### src/rtl/battle_hp_tracker.sv
// Fight bookkeeping: applies edge-detected damage events to both fighters,
// runs the idle/fight/result sequence and keeps saturating win tallies.
module battle_hp_tracker #(
  parameter int MAX_HP    = 100,
  parameter int WIN_CNT_W = 4
) (
  input  logic                 clk,
  input  logic                 rst,
  input  logic                 start,
  input  logic [7:0]           dmg_p,
  input  logic                 dmg_p_en,
  input  logic [7:0]           dmg_e,
  input  logic                 dmg_e_en,
  output logic [7:0]           hp_player,
  output logic [7:0]           hp_enemy,
  output logic                 battle_active,
  output logic                 player_win,
  output logic                 enemy_win,
  output logic                 draw,
  output logic                 hit_p,
  output logic                 hit_e,
  output logic                 miss_p,
  output logic                 miss_e,
  output logic [WIN_CNT_W-1:0] p_wins,
  output logic [WIN_CNT_W-1:0] e_wins
);

  typedef enum logic [2:0] {
    IDLE  = 3'd0,
    FIGHT = 3'd1,
    P_WIN = 3'd2,
    E_WIN = 3'd3,
    DRAW  = 3'd4
  } state_t;

  localparam logic [7:0]           HP_INIT = 8'(MAX_HP);
  localparam logic [WIN_CNT_W-1:0] WIN_MAX = '1;

  state_t     state;
  logic       en_q_p;
  logic       en_q_e;
  logic       ev_p;
  logic       ev_e;
  logic [7:0] hp_p_new;
  logic [7:0] hp_e_new;

  assign ev_p = dmg_p_en & ~en_q_p;
  assign ev_e = dmg_e_en & ~en_q_e;

  // Saturating hit-point update; only meaningful while fighting.
  always_comb begin
    hp_p_new = hp_player;
    hp_e_new = hp_enemy;
    if (ev_p) begin
      hp_p_new = (dmg_p >= hp_player) ? 8'd0 : hp_player - dmg_p;
    end
    if (ev_e) begin
      hp_e_new = (dmg_e >= hp_enemy) ? 8'd0 : hp_enemy - dmg_e;
    end
  end

  always_ff @(posedge clk) begin
    if (rst) begin
      state         <= IDLE;
      en_q_p        <= 1'b0;
      en_q_e        <= 1'b0;
      hp_player     <= HP_INIT;
      hp_enemy      <= HP_INIT;
      battle_active <= 1'b0;
      player_win    <= 1'b0;
      enemy_win     <= 1'b0;
      draw          <= 1'b0;
      hit_p         <= 1'b0;
      hit_e         <= 1'b0;
      miss_p        <= 1'b0;
      miss_e        <= 1'b0;
      p_wins        <= '0;
      e_wins        <= '0;
    end else begin
      en_q_p <= dmg_p_en;
      en_q_e <= dmg_e_en;
      hit_p  <= 1'b0;
      hit_e  <= 1'b0;
      miss_p <= 1'b0;
      miss_e <= 1'b0;

      case (state)
        IDLE: begin
          if (start) begin
            state         <= FIGHT;
            hp_player     <= HP_INIT;
            hp_enemy      <= HP_INIT;
            battle_active <= 1'b1;
          end
        end

        FIGHT: begin
          // A restart wins over any damage arriving on the same edge.
          if (start) begin
            hp_player <= HP_INIT;
            hp_enemy  <= HP_INIT;
          end else begin
            hp_player <= hp_p_new;
            hp_enemy  <= hp_e_new;
            hit_p     <= ev_p && (dmg_p != 8'd0);
            miss_p    <= ev_p && (dmg_p == 8'd0);
            hit_e     <= ev_e && (dmg_e != 8'd0);
            miss_e    <= ev_e && (dmg_e == 8'd0);
            if (hp_p_new == 8'd0 && hp_e_new == 8'd0) begin
              state         <= DRAW;
              battle_active <= 1'b0;
              draw          <= 1'b1;
            end else if (hp_e_new == 8'd0) begin
              state         <= P_WIN;
              battle_active <= 1'b0;
              player_win    <= 1'b1;
              if (p_wins != WIN_MAX) p_wins <= p_wins + 1'b1;
            end else if (hp_p_new == 8'd0) begin
              state         <= E_WIN;
              battle_active <= 1'b0;
              enemy_win     <= 1'b1;
              if (e_wins != WIN_MAX) e_wins <= e_wins + 1'b1;
            end
          end
        end

        P_WIN, E_WIN, DRAW: begin
          if (start) begin
            state         <= FIGHT;
            hp_player     <= HP_INIT;
            hp_enemy      <= HP_INIT;
            battle_active <= 1'b1;
            player_win    <= 1'b0;
            enemy_win     <= 1'b0;
            draw          <= 1'b0;
          end
        end

        default: begin
          state         <= IDLE;
          battle_active <= 1'b0;
          player_win    <= 1'b0;
          enemy_win     <= 1'b0;
          draw          <= 1'b0;
        end
      endcase
    end
  end

endmodule

### config.mk
export PLATFORM = sky130hd
export DESIGN_NAME = battle_hp_tracker
export DESIGN_NICKNAME = d
export VERILOG_FILES = /design/src/rtl/battle_hp_tracker.sv
export SDC_FILE = /design/constraint.sdc
export NUM_CORES = 1
export LEC_CHECK = 0
export BUFFER_PORTS_ARGS = -buffer_cell sky130_fd_sc_hd__buf_2
export CORE_UTILIZATION = 55
export CTS_CLUSTER_DIAMETER = 100
export DETAILED_ROUTE_END_ITERATION = 7
export PLACE_DENSITY = 0.81
export SETUP_SLACK_MARGIN = 0.1
export SLEW_MARGIN = 10
export SYNTH_ARGS = -nofsm -noshare
export SYNTH_HDL_FRONTEND = slang
export SYNTH_SLANG_ARGS = --single-unit
### constraint.sdc
create_clock -name clk -period 3.95 [get_ports clk]
set_input_delay 0.395 -clock clk [delete_from_list [all_inputs] [get_ports clk]]
set_output_delay 0.395 -clock clk [all_outputs]
set_load 0.02 [all_outputs]
==> reports/metrics.yaml, run 1 <==
sta:
  final.setup.worst_slack_ns: 0.864
  hold_violations: 0
  rsz0062_at_grt: "false"
  hold_slack_ns: 0.350
  tns_ns: 0
  skew_ns: 0.00792
  slew_headroom_pct: 41.7
  max_freq_mhz: 324
  final.min_clock_period_ns: 3.09
  setup_viol: 0
  post-route-period-util_pct: 78.1
  max_slew.worst_pin.slew_ns: 0.863
  maxSlewViolCount: 0
yosys:
  synth_top_family_by_area: "simple AND/OR/NAND/NOR gates"
  syn-num-nets: 332
  synthAdderAreaFrac_pct: 10.8
  synthSimpleGateAreaFrac_pct: 25.5
  syn_area_um2: 2450
  synth_top_flop_cell: "dfxtp_1"
  synth_edf_count: 0
  synth-seq-area-share_pct: 30.3
  synth_cell_types: 53
  synthCells: 291
  synth_mux_area_share_pct: 3.73
  synthArstFlopShare_pct: 0
  syn_area_per_cell_um2: 8.41
  synth_compound_area_share_pct: 21.9
  ys_ff_latch: 37
  synth-xor-area-share_pct: 3.58
  yosys_warnings: 0
routing:
  wl_met2_mm: 2.58
  drc_errors: 0
  dr.pass1.iters: 4
  wl_met1_mm: 2.69
  routed_wl_mm: 5.65
  routedWlPerCell_um: 14.2
  drt_iter0_markers: 145
  vias_per_cell: 5.94
  vias: 2358
  drt.antenna.violating_nets: 0
  dr_wl_met3_um: 304
  highest_layer: "met4"
pwr:
  cellPowerDensity_nw_per_um2: 309
  p_leak_uw: 0.00126
  vdd_drop_max_v: 0.000247
layout:
  finish.utilization_pct: 69.3
  drive_above_1_share_pct: 21.9
  area_growth_pct: 17.3
  num-nets-final: 387
  antenna_cells: 0
  design_area_um2: 2870
  n_fill_cell: 349
floorplan:
  start_util_pct: 59.1
  fp.dieW_um: 68.7
  core-area_um2: 4140
  ios: 53
  rows: 23
  dieHeight_um: 68.7
  die-area_um2: 4720
global_routing:
  antenna_found_initial: 0
  grt_start_max_net_pins: 26
  grtUsageTotal_pct: 25.4
  grt_pass1_vias: 1969
  gr-total-overflow: 0
  grt_pass1_wl_mm: 8.92
setup_path:
  required_ns: 4.14
  cp_slowest_stage_delay_ns: 0.40
  path_buf_inv: 2
  worstPathCellList: "inv_1 > ha_1 > inv_1 > fa_1 > a211o_1 > o21ai_0 > xor2_1 > o2111ai_1 > or3_1 > o21ai_4 > and3_2 > mux2_4"
  endpoint_kind: "register"
  crit_fanout: 8
  cp_common_cell: "inv_1"
  crit_type: "register to register"
  worstPathArrival_ns: 3.27
  cp_top_family: "compound AO/OA/AOI/OAI gates"
  worst_setup_path_start_kind: "register"
  crit_slowest_cell: "fa_1"
place:
  dp_hpwl_mm: 4.29
  postPlaceCellArea_um2: 2760
  gp_congestion: 0.881
  dp_slack_ns: 0.781
  io_buffers: 52
cts:
  ctsHtreeMaxLevel: 2
  clk_path_buf_depth: 2
  worstSkewPairLatency_ns: 0.29
  cts_made_buffers: 5
  root_buffer: "clkbuf_8"
  numClockSinks: 37
  path_clk_slew_ns: 0.08
  hold_buffers: 0
  cts_resized: 0
  cts_tree: "done"
  postCtsSetupBuffers: 0
flow_run:
  maxCapViolCount: 0
worst_hold_path:
  hp-class: "primary input to register"
status:
  status: "complete, no violations"
-- area by class of cell --
| cell class | instances | area (µm²) | share of cell area [%] |
|---|---|---|---|
| multi-input cells | 227 | 1610 | 55.9 |
| repair buffers | 52 | 260 | 9.06 |
| flip-flops and latches | 37 | 741 | 25.8 |
| well taps | 50 | 62.6 | 2.18 |
| inverters | 23 | 86.3 | 3.01 |
| clock buffers | 5 | 68.8 | 2.40 |
| clock inverters | 3 | 46.3 | 1.61 |
-- worst register-to-register path: stages, from the launching register on --
cell       delay [ns]
dfxtp_1          0.34
inv_1            0.06
ha_1             0.16
inv_1            0.06
fa_1             0.40
a211o_1          0.28
o21ai_0          0.13
xor2_1           0.20
o2111ai_1        0.13
or3_1            0.38
o21ai_4          0.28
and3_2           0.27
mux2_4           0.30
-- cell usage in the layout, fill, tap and decap left out, drive strengths merged, types with 6 or more instances in the layout --
cell type	instances
nand2b	10
nor2	31
mux2	6
buf	52
nand2	12
o21ai	20
nand4	6
inv	23
nor4	6
dfxtp	37
a22o	6
nor2b	13
ha	18
a21oi	15
nor3	11
-- per-stage QoR --
stage / std cells / power (µW)
floorplan: 291 / 516
global placement: 389 / 557
detailed placement: 389 / 560
CTS: 397 / 891
global route: 397 / 930
finish: 397 / 888
-- layer usage --
layer | vias to the layer above | GRT usage [%]
li1 | 1177 | -
met1 | 1096 | 34.8
met2 | 77 | 39.2
met3 | 8 | 7.24
met4 | 0 | 6.38
met5 | - | 0
-- flip-flops by register name, indices dropped and copies added, names as in the netlist --
name,flops
e_wins,4
miss_p,1
miss_e,1
enemy_win,1
p_wins,4
hit_p,1
hp_player,8
battle_active,1
en_q_p,1
en_q_e,1
player_win,1
state,3
draw,1
hp_enemy,8
hit_e,1
-- power breakdown --
part	internal, µW	switching (µW)
Clock	189	145
Combinational	64.3	102
Sequential	381	7.77
-- synth_stat cells, types with 3 or more instances --
cell / count / share of area, %
a22o_1: 6 / 2.1
a21oi_1: 15 / 3.1
clkbuf_1: 4 / 0.61
ha_1: 18 / 9.2
a221oi_1: 4 / 1.4
xor2_1: 5 / 1.8
a31oi_1: 3 / 0.77
nor4_1: 4 / 1.0
mux2_1: 3 / 1.4
nand2b_1: 10 / 2.6
nor2b_1: 13 / 3.3
o21bai_1: 3 / 0.92
o21a_1: 5 / 1.5
dfxtp_1: 37 / 30
or2_2: 3 / 0.77
nand2_1: 12 / 1.8
o21ai_0: 17 / 3.5
nand3_1: 5 / 1.0
or4_1: 3 / 0.92
inv_1: 23 / 3.5
a21o_1: 5 / 1.5
xnor2_1: 5 / 1.8
nor2_1: 31 / 4.8
nand4_1: 6 / 1.5
nor3_1: 10 / 2.0
-- logic make-up after synthesis --
family                   after synthesis
multiplexers                           8
AO/OA/AOI/OAI                         77
adder cells (fa/ha/maj)               20
flip-flops                            37
buffers and inverters                 27
XOR/XNOR                              10
AND/OR/NAND/NOR                      112
-- worst paths after layout --
path / slack [ns] / end / cells past startpoint / from
worst max-delay path: 0.86 / e_wins[0]$_SDFFE_PP0P_ / 12 / hp_player[0]$_SDFFE_PP0P_
worst min-delay path: 0.35 / en_q_e$_SDFF_PP0_ / 2 / dmg_e_en
worst max register to register: 0.86 / e_wins[0]$_SDFFE_PP0P_ / 12 / hp_player[0]$_SDFFE_PP0P_
worst min register to register: 0.48 / player_win$_SDFFE_PP0P_ / 2 / player_win$_SDFFE_PP0P_
Power figures use the tool's default switching activity.
==> run 2: changes to the inputs <==
--- a/config.mk
+++ b/config.mk
@@ -6,10 +6,10 @@
 export NUM_CORES = 1
 export LEC_CHECK = 0
 export BUFFER_PORTS_ARGS = -buffer_cell sky130_fd_sc_hd__buf_2
-export CORE_UTILIZATION = 55
+export CORE_UTILIZATION = 49
 export CTS_CLUSTER_DIAMETER = 100
 export DETAILED_ROUTE_END_ITERATION = 7
-export PLACE_DENSITY = 0.81
+export PLACE_DENSITY = 0.76
 export SETUP_SLACK_MARGIN = 0.1
 export SLEW_MARGIN = 10
 export SYNTH_ARGS = -nofsm -noshare
==> constraint.sdc (replaced) <==
create_clock -name clk -period 2.56 [get_ports clk]
set_input_delay 0.256 -clock clk [delete_from_list [all_inputs] [get_ports clk]]
set_output_delay 0.256 -clock clk [all_outputs]
set_load 0.02 [all_outputs]
==> reports/metrics.yaml, run 2 (synthesis results as in run 1) <==
routing:
  routed_wl_mm: 7.36  # was 5.65 mm
  routedWlPerCell_um: 15.6  # was 14.2 µm
  vias: 2687  # was 2358
  drt_iter0_markers: 173  # was 145
  dr.pass1.iters: 5  # was 4
  vias_per_cell: 5.70  # was 5.94
  drt.antenna.violating_nets: 0  # unchanged
  drc_errors: 0  # unchanged
floorplan:
  fp.dieW_um: 72.7  # was 68.7 µm
  core-area_um2: 4750  # was 4140 µm²
  dieHeight_um: 72.7  # was 68.7 µm
  ios: 53  # unchanged
  start_util_pct: 51.5  # was 59.1%
  die-area_um2: 5280  # was 4720 µm²
  rows: 25  # was 23
worst_hold_path:
  hold_path_depth: 2  # unchanged
  hp-class: "primary input to register"  # unchanged
sta:
  post-route-period-util_pct: 113  # was 78.1%
  setup_viol: 14  # was 0
  tns_ns: -3.25  # was 0 ns
  final.min_clock_period_ns: 2.88  # was 3.09 ns
  max_freq_mhz: 347  # was 324 MHz
  hold_slack_ns: 0.218  # was 0.350 ns
  maxSlewViolCount: 0  # unchanged
  hold_violations: 0  # unchanged
  max_slew.worst_pin.slew_ns: 0.680  # was 0.863 ns
  slew_headroom_pct: 54.2  # was 41.7%
  rsz0062_at_grt: "true"  # was false
  skew_ns: 0.0102  # was 0.00792 ns
  final.setup.worst_slack_ns: -0.321  # was 0.864 ns
place:
  dp_hpwl_mm: 5.27  # was 4.29 mm
  io_buffers: 52  # unchanged
  postPlaceCellArea_um2: 3210  # was 2760 µm²
  gp_congestion: 0.942  # was 0.881
  place_inst: 458  # was 389
setup_path:
  worstPathCellList: "inv_2 > ha_4 > inv_2 > fa_2 > a211o_1 > a21oi_2 > o21bai_1 > xor2_1 > or3_4 > o21a_1 > nor3_2 > mux2_4"  # was inv_1 > ha_1 > inv_1 > fa_1 > a211o_1 > o21ai_0 > xor2_1 > o2111ai_1 > or3_1 > o21ai_4 > and3_2 > mux2_4
  endpoint_kind: "register"  # unchanged
  crit_slowest_cell: "or3_4"  # was fa_1
  cp_common_cell: "inv_2"  # was inv_1
  required_ns: 2.75  # was 4.14 ns
  worst_setup_path_start_kind: "register"  # unchanged
  crit_type: "register to register"  # unchanged
  worstPathArrival_ns: 3.07  # was 3.27 ns
  cp_slowest_stage_delay_ns: 0.41  # was 0.40 ns
  rr_worst_depth: 12  # unchanged
  crit_fanout: 2  # was 8
cts:
  clk_path_buf_depth: 2  # unchanged
  numClockSinks: 37  # unchanged
  cts_tree: "done"  # unchanged
  worstSkewPairLatency_ns: 0.30  # was 0.29 ns
  path_clk_slew_ns: 0.08  # about the same
  ctsHtreeMaxLevel: 2  # unchanged
  root_buffer: "clkbuf_8"  # unchanged
  cts_made_buffers: 5  # unchanged
status:
  violations: "negative setup slack"
  status: "complete, but fails checks"  # was complete, no violations
layout:
  drive_above_1_share_pct: 40.8  # was 21.9%
  multi_input_area_um2: 1790  # was 1610 µm²
  design_area_um2: 3550  # was 2870 µm²
  layout_commonest_cell: "buf_2"  # unchanged
  instances_no_fill: 471  # was 397
  antenna_cells: 0  # unchanged
  ff_latch_area_um2: 747  # was 741 µm²
  num-nets-final: 444  # was 387
  area_growth_pct: 45.2  # was 17.3%
  n_fill_cell: 351  # was 349
  final_cell_mix: "52 x buf_2, 51 x buf_4, 34 x dfxtp_1"  # was 52 x buf_2, 37 x dfxtp_1, 31 x nor2_1
  reg_top3: "hp_enemy: 8 flops, hp_player: 8 flops"  # unchanged
pwr:
  comb_power_share_pct: 24.3  # was 18.7%
  p_seq_share_pct: 36.8  # was 43.7%
  fin_total_pwr_uw: 1630  # was 888 µW
  cellPowerDensity_nw_per_um2: 458  # was 309 nW/µm²
  p_leak_uw: 0.00159  # was 0.00126 µW
  switching_power_uw: 460  # was 254 µW
  vdd_drop_max_v: 0.000338  # was 0.000247 V
  clock_power_share_pct: 39.0  # was 37.6%
  power.internal_uw: 1170  # was 634 µW
  p_sw_share_pct: 28.3  # was 28.6%
global_routing:
  grt_start_max_net_pins: 26  # unchanged
  grt_pass1_vias: 2566  # was 1969
  antenna_found_initial: 0  # unchanged
  grtUsageTotal_pct: 29.0  # was 25.4%
  grt_pass1_wl_mm: 11.8  # was 8.92 mm
  gr-total-overflow: 0  # unchanged
flow_run:
  maxCapViolCount: 0  # unchanged
[run 2: metrics by stage]
step / util, % / worst slack, ns
final: 74.8 / -0.321
after global routing: 74.8 / -0.437
after CTS: 73.2 / -0.315
after detailed placement: 67.5 / -0.355
after global placement: 67.5 / -0.218
after floorplan: - / -0.284
[run 2: path summary, 6_finish.rpt]
path	start	to	slack [ns]
setup / recovery	hp_player[0]$_SDFFE_PP0P_	e_wins[3]$_SDFFE_PP0P_	-0.32
hold reg to reg	player_win$_SDFFE_PP0P_	player_win$_SDFFE_PP0P_	0.46
hold / removal	dmg_e_en	en_q_e$_SDFF_PP0_	0.22
setup reg to reg	hp_player[0]$_SDFFE_PP0P_	e_wins[3]$_SDFFE_PP0P_	-0.32
[run 2: per-layer routing]
layer  track usage, %  part of all wire (%)
met1             36.0                    43
met2             49.5                    49
met3             4.14                   5.7
met4             13.7                   3.0
met5                0                     0
[run 2: power by group through the flow]
stage          sequential, µW  clock [µW]  combinational [µW]
6_report                  598         634                 395
5_1_grt                   600         661                 425
4_1_cts                   597         635                 373
3_5_place_dp              609           0                 343
3_3_place_gp              610           0                 332
2_1_floorplan             619           0                 180
[run 2: cell type report]
type | instances | area share [%]
Inverter | 23 | 2.43
Clock inverter | 3 | 1.94
Tap cell | 67 | 2.36
Clock buffer | 5 | 1.94
Timing Repair Buffer | 109 | 20.0
Sequential cell | 37 | 21.0
Multi-Input combinational cell | 227 | 50.3
[run 2: repair_timing]
action,4_1_cts,5_1_grt
hold buffers,0,0
endpoints found under the setup margin,16,16
setup buffers,6,2
pin swaps,18,16
resized for setup,26,16
[run 2: critical path, delay by kind of cell (launching register included)]
kind	cells	cell delay [ns]
buffers and inverters	2	0.10
AOI/OAI and AO/OA	4	0.77
xor gates and xnor gates	1	0.17
adders and majority gates	2	0.46
DFF	1	0.35
and+or+nand+nor	2	0.60
muxes	1	0.32
==> run 3: changes to the inputs <==
--- a/config.mk
+++ b/config.mk
@@ -10,6 +10,7 @@
 export CTS_CLUSTER_DIAMETER = 100
 export DETAILED_ROUTE_END_ITERATION = 7
 export PLACE_DENSITY = 0.76
+export REMOVE_ABC_BUFFERS = 1
 export SETUP_SLACK_MARGIN = 0.1
 export SLEW_MARGIN = 10
 export SYNTH_ARGS = -nofsm -noshare
==> reports/metrics.yaml, run 3 (synthesis results as in run 1) <==
flow_run:
  maxCapViolCount: 0  # unchanged
setup_path:
  crit_type: "register to register"  # unchanged
  cp_num_cells: 11  # was 12
  rr_worst_depth: 11  # was 12
  crit_fanout: 6  # was 2
  r2r_slack_ns: -0.28  # was -0.32 ns
  cp_common_cell: "inv_1"  # was inv_2
  cp_slowest_stage_delay_ns: 0.43  # was 0.41 ns
  rr_startpoint: "hp_enemy[0]$_SDFFE_PP0P_"  # was hp_player[0]$_SDFFE_PP0P_
  cp_top_family: "simple AND/OR/NAND/NOR gates"  # was compound AO/OA/AOI/OAI gates
  worstPathArrival_ns: 3.02  # was 3.07 ns
  regToRegEndpoint: "p_wins[0]$_SDFFE_PP0P_"  # was e_wins[3]$_SDFFE_PP0P_
  path_buf_inv: 3  # was 2
  required_ns: 2.74  # was 2.75 ns
  worst_setup_path_start_kind: "register"  # unchanged
  worstPathCellList: "inv_1 > ha_2 > inv_1 > fa_2 > xnor2_2 > nand4b_1 > nor4_4 > a31oi_4 > buf_4 > nor3_4 > mux2_4"  # was inv_2 > ha_4 > inv_2 > fa_2 > a211o_1 > a21oi_2 > o21bai_1 > xor2_1 > or3_4 > o21a_1 > nor3_2 > mux2_4
  endpoint_kind: "register"  # unchanged
  crit_slowest_cell: "fa_2"  # was or3_4
cts:
  numClockSinks: 37  # unchanged
  clk_path_buf_depth: 2  # unchanged
  ctsHtreeMaxLevel: 2  # unchanged
  root_buffer: "clkbuf_8"  # unchanged
  path_clk_slew_ns: 0.07  # was 0.08 ns
  cts_made_buffers: 5  # unchanged
  worstSkewPairLatency_ns: 0.29  # was 0.30 ns
  cts_tree: "done"  # unchanged
worst_hold_path:
  worstHoldEndpoint: "en_q_e$_SDFF_PP0_"  # unchanged
  hp-class: "primary input to register"  # unchanged
  hp-start: "dmg_e_en"  # unchanged
  hold_path_depth: 2  # unchanged
layout:
  multi_input_area_um2: 1790  # about the same
  reg_top3: "hp_enemy: 8 flops, hp_player: 8 flops"  # unchanged
  final_cell_mix: "52 x buf_2, 47 x buf_4, 36 x dfxtp_1"  # was 52 x buf_2, 51 x buf_4, 34 x dfxtp_1
  layout_commonest_cell: "buf_2"  # unchanged
  design_area_um2: 3460  # was 3550 µm²
  num-nets-final: 439  # was 444
  drive_above_1_share_pct: 39.4  # was 40.8%
  area_growth_pct: 41.3  # was 45.2%
  ff_latch_area_um2: 742  # was 747 µm²
  antenna_cells: 0  # unchanged
  n_fill_cell: 391  # was 351
global_routing:
  grt_pass1_wl_mm: 10.9  # was 11.8 mm
  antenna_found_initial: 0  # unchanged
  grtUsageTotal_pct: 26.3  # was 29.0%
  gr-total-overflow: 0  # unchanged
  grt_pass1_vias: 2473  # was 2566
  grt_start_max_net_pins: 26  # unchanged
sta:
  hold_violations: 0  # unchanged
  rsz0062_at_grt: "true"  # unchanged
  post-route-period-util_pct: 111  # was 113%
  max_slew.worst_pin.slew_ns: 0.665  # was 0.680 ns
  max_freq_mhz: 352  # was 347 MHz
  slew_headroom_pct: 55.2  # was 54.2%
  final.min_clock_period_ns: 2.84  # was 2.88 ns
  setup_viol: 14  # unchanged
  skew_ns: 0.00509  # was 0.0102 ns
  final.setup.worst_slack_ns: -0.280  # was -0.321 ns
  hold_slack_ns: 0.216  # was 0.218 ns
  maxSlewViolCount: 0  # unchanged
floorplan:
  core-area_um2: 4750  # unchanged
  fp.dieW_um: 72.7  # unchanged
  dieHeight_um: 72.7  # unchanged
  die-area_um2: 5280  # unchanged
  rows: 25  # unchanged
  start_util_pct: 51.5  # unchanged
  ios: 53  # unchanged
routing:
  drt.antenna.violating_nets: 0  # unchanged
  routed_wl_mm: 6.98  # was 7.36 mm
  drc_errors: 0  # unchanged
  vias: 2591  # was 2687
  drt_iter0_markers: 124  # was 173
  vias_per_cell: 5.57  # was 5.70
  dr.pass1.iters: 4  # was 5
  routedWlPerCell_um: 15.0  # was 15.6 µm
pwr:
  cellPowerDensity_nw_per_um2: 401  # was 458 nW/µm²
  vdd_drop_max_v: 0.000328  # was 0.000338 V
  p_leak_uw: 0.00155  # was 0.00159 µW
  fin_total_pwr_uw: 1390  # was 1630 µW
status:
  violations: "negative setup slack"  # unchanged
  status: "complete, but fails checks"  # unchanged
place:
  dp_hpwl_mm: 4.99  # was 5.27 mm
  postPlaceCellArea_um2: 3130  # was 3210 µm²
  io_buffers: 52  # unchanged
  dp_slack_ns: -0.423  # was -0.355 ns
  gp_congestion: 0.896  # was 0.942
-- run 3: cell types whose count changed in the layout (fill, tap and decap cells not counted), moves of 2 or more --
| cell | before | now |
|---|---|---|
| nor3_4 | 0 | 2 |
| buf_4 | 51 | 47 |
| o311ai_0 | 2 | 0 |
| dfxtp_1 | 34 | 36 |
| inv_2 | 4 | 2 |
| ha_2 | 0 | 2 |
| inv_1 | 19 | 21 |
| bufinv_16 | 2 | 0 |
-- run 3: how the worst max path moves through the flow --
| stage | from | end | slack [ns] |
|---|---|---|---|
| after global routing | hp_player[0]$_SDFFE_PP0P_ | e_wins[3]$_SDFFE_PP0P_ | -0.41 |
| after CTS | hp_player[0]$_SDFFE_PP0P_ | e_wins[0]$_SDFFE_PP0P_ | -0.25 |
| after detailed placement | dmg_p[0] | e_wins[3]$_SDFFE_PP0P_ | -0.42 |
| final | hp_enemy[0]$_SDFFE_PP0P_ | p_wins[0]$_SDFFE_PP0P_ | -0.28 |
| after floorplan | hp_player[0]$_SDFFE_PP0P_ | e_wins[0]$_SDFFE_PP0P_ | -0.40 |
| after global placement | dmg_p[0] | e_wins[3]$_SDFFE_PP0P_ | -0.32 |
-- run 3: timing repair --
action / in CTS / in global routing
pin swaps: 6 / 15
hold buffers: 0 / 0
endpoints found under the hold margin: 0 / 0
setup endpoints to repair: 15 / 18
setup buffers: 2 / 5
gates resized for setup: 23 / 28
-- run 3: layout make-up --
class,instances,area share (%)
Tap cell,67,2.42
Timing Repair Buffer,104,19.3
Sequential cell,37,21.4
Multi-Input combinational cell,227,51.8
Clock buffer,7,2.49
Inverter,23,2.49
-- run 3: metrics by stage --
| stage | TNS (ns) | util, % | instances |
|---|---|---|---|
| after CTS | -2.03 | 69.6 | 462 |
| after floorplan | -2.40 | - | 287 |
| after global routing | -4.82 | 72.8 | 465 |
| after detailed placement | -4.05 | 65.8 | 453 |
| after global placement | -2.89 | 65.8 | 453 |
| final | -2.49 | 72.8 | 465 |
-- run 3: power breakdown --
part           switching, µW  internal (µW)
registers               11.5            588
logic                    202            178
clock network            196            213
-- run 3: routing by layer --
metal | vias to the layer above | GRT usage [%] | wire length [µm]
li1 | 1274 | - | -
met1 | 1203 | 32.1 | 2960
met2 | 94 | 44.7 | 3440
met3 | 20 | 5.66 | 429
met4 | 0 | 10.9 | 148
met5 | - | 0 | 0
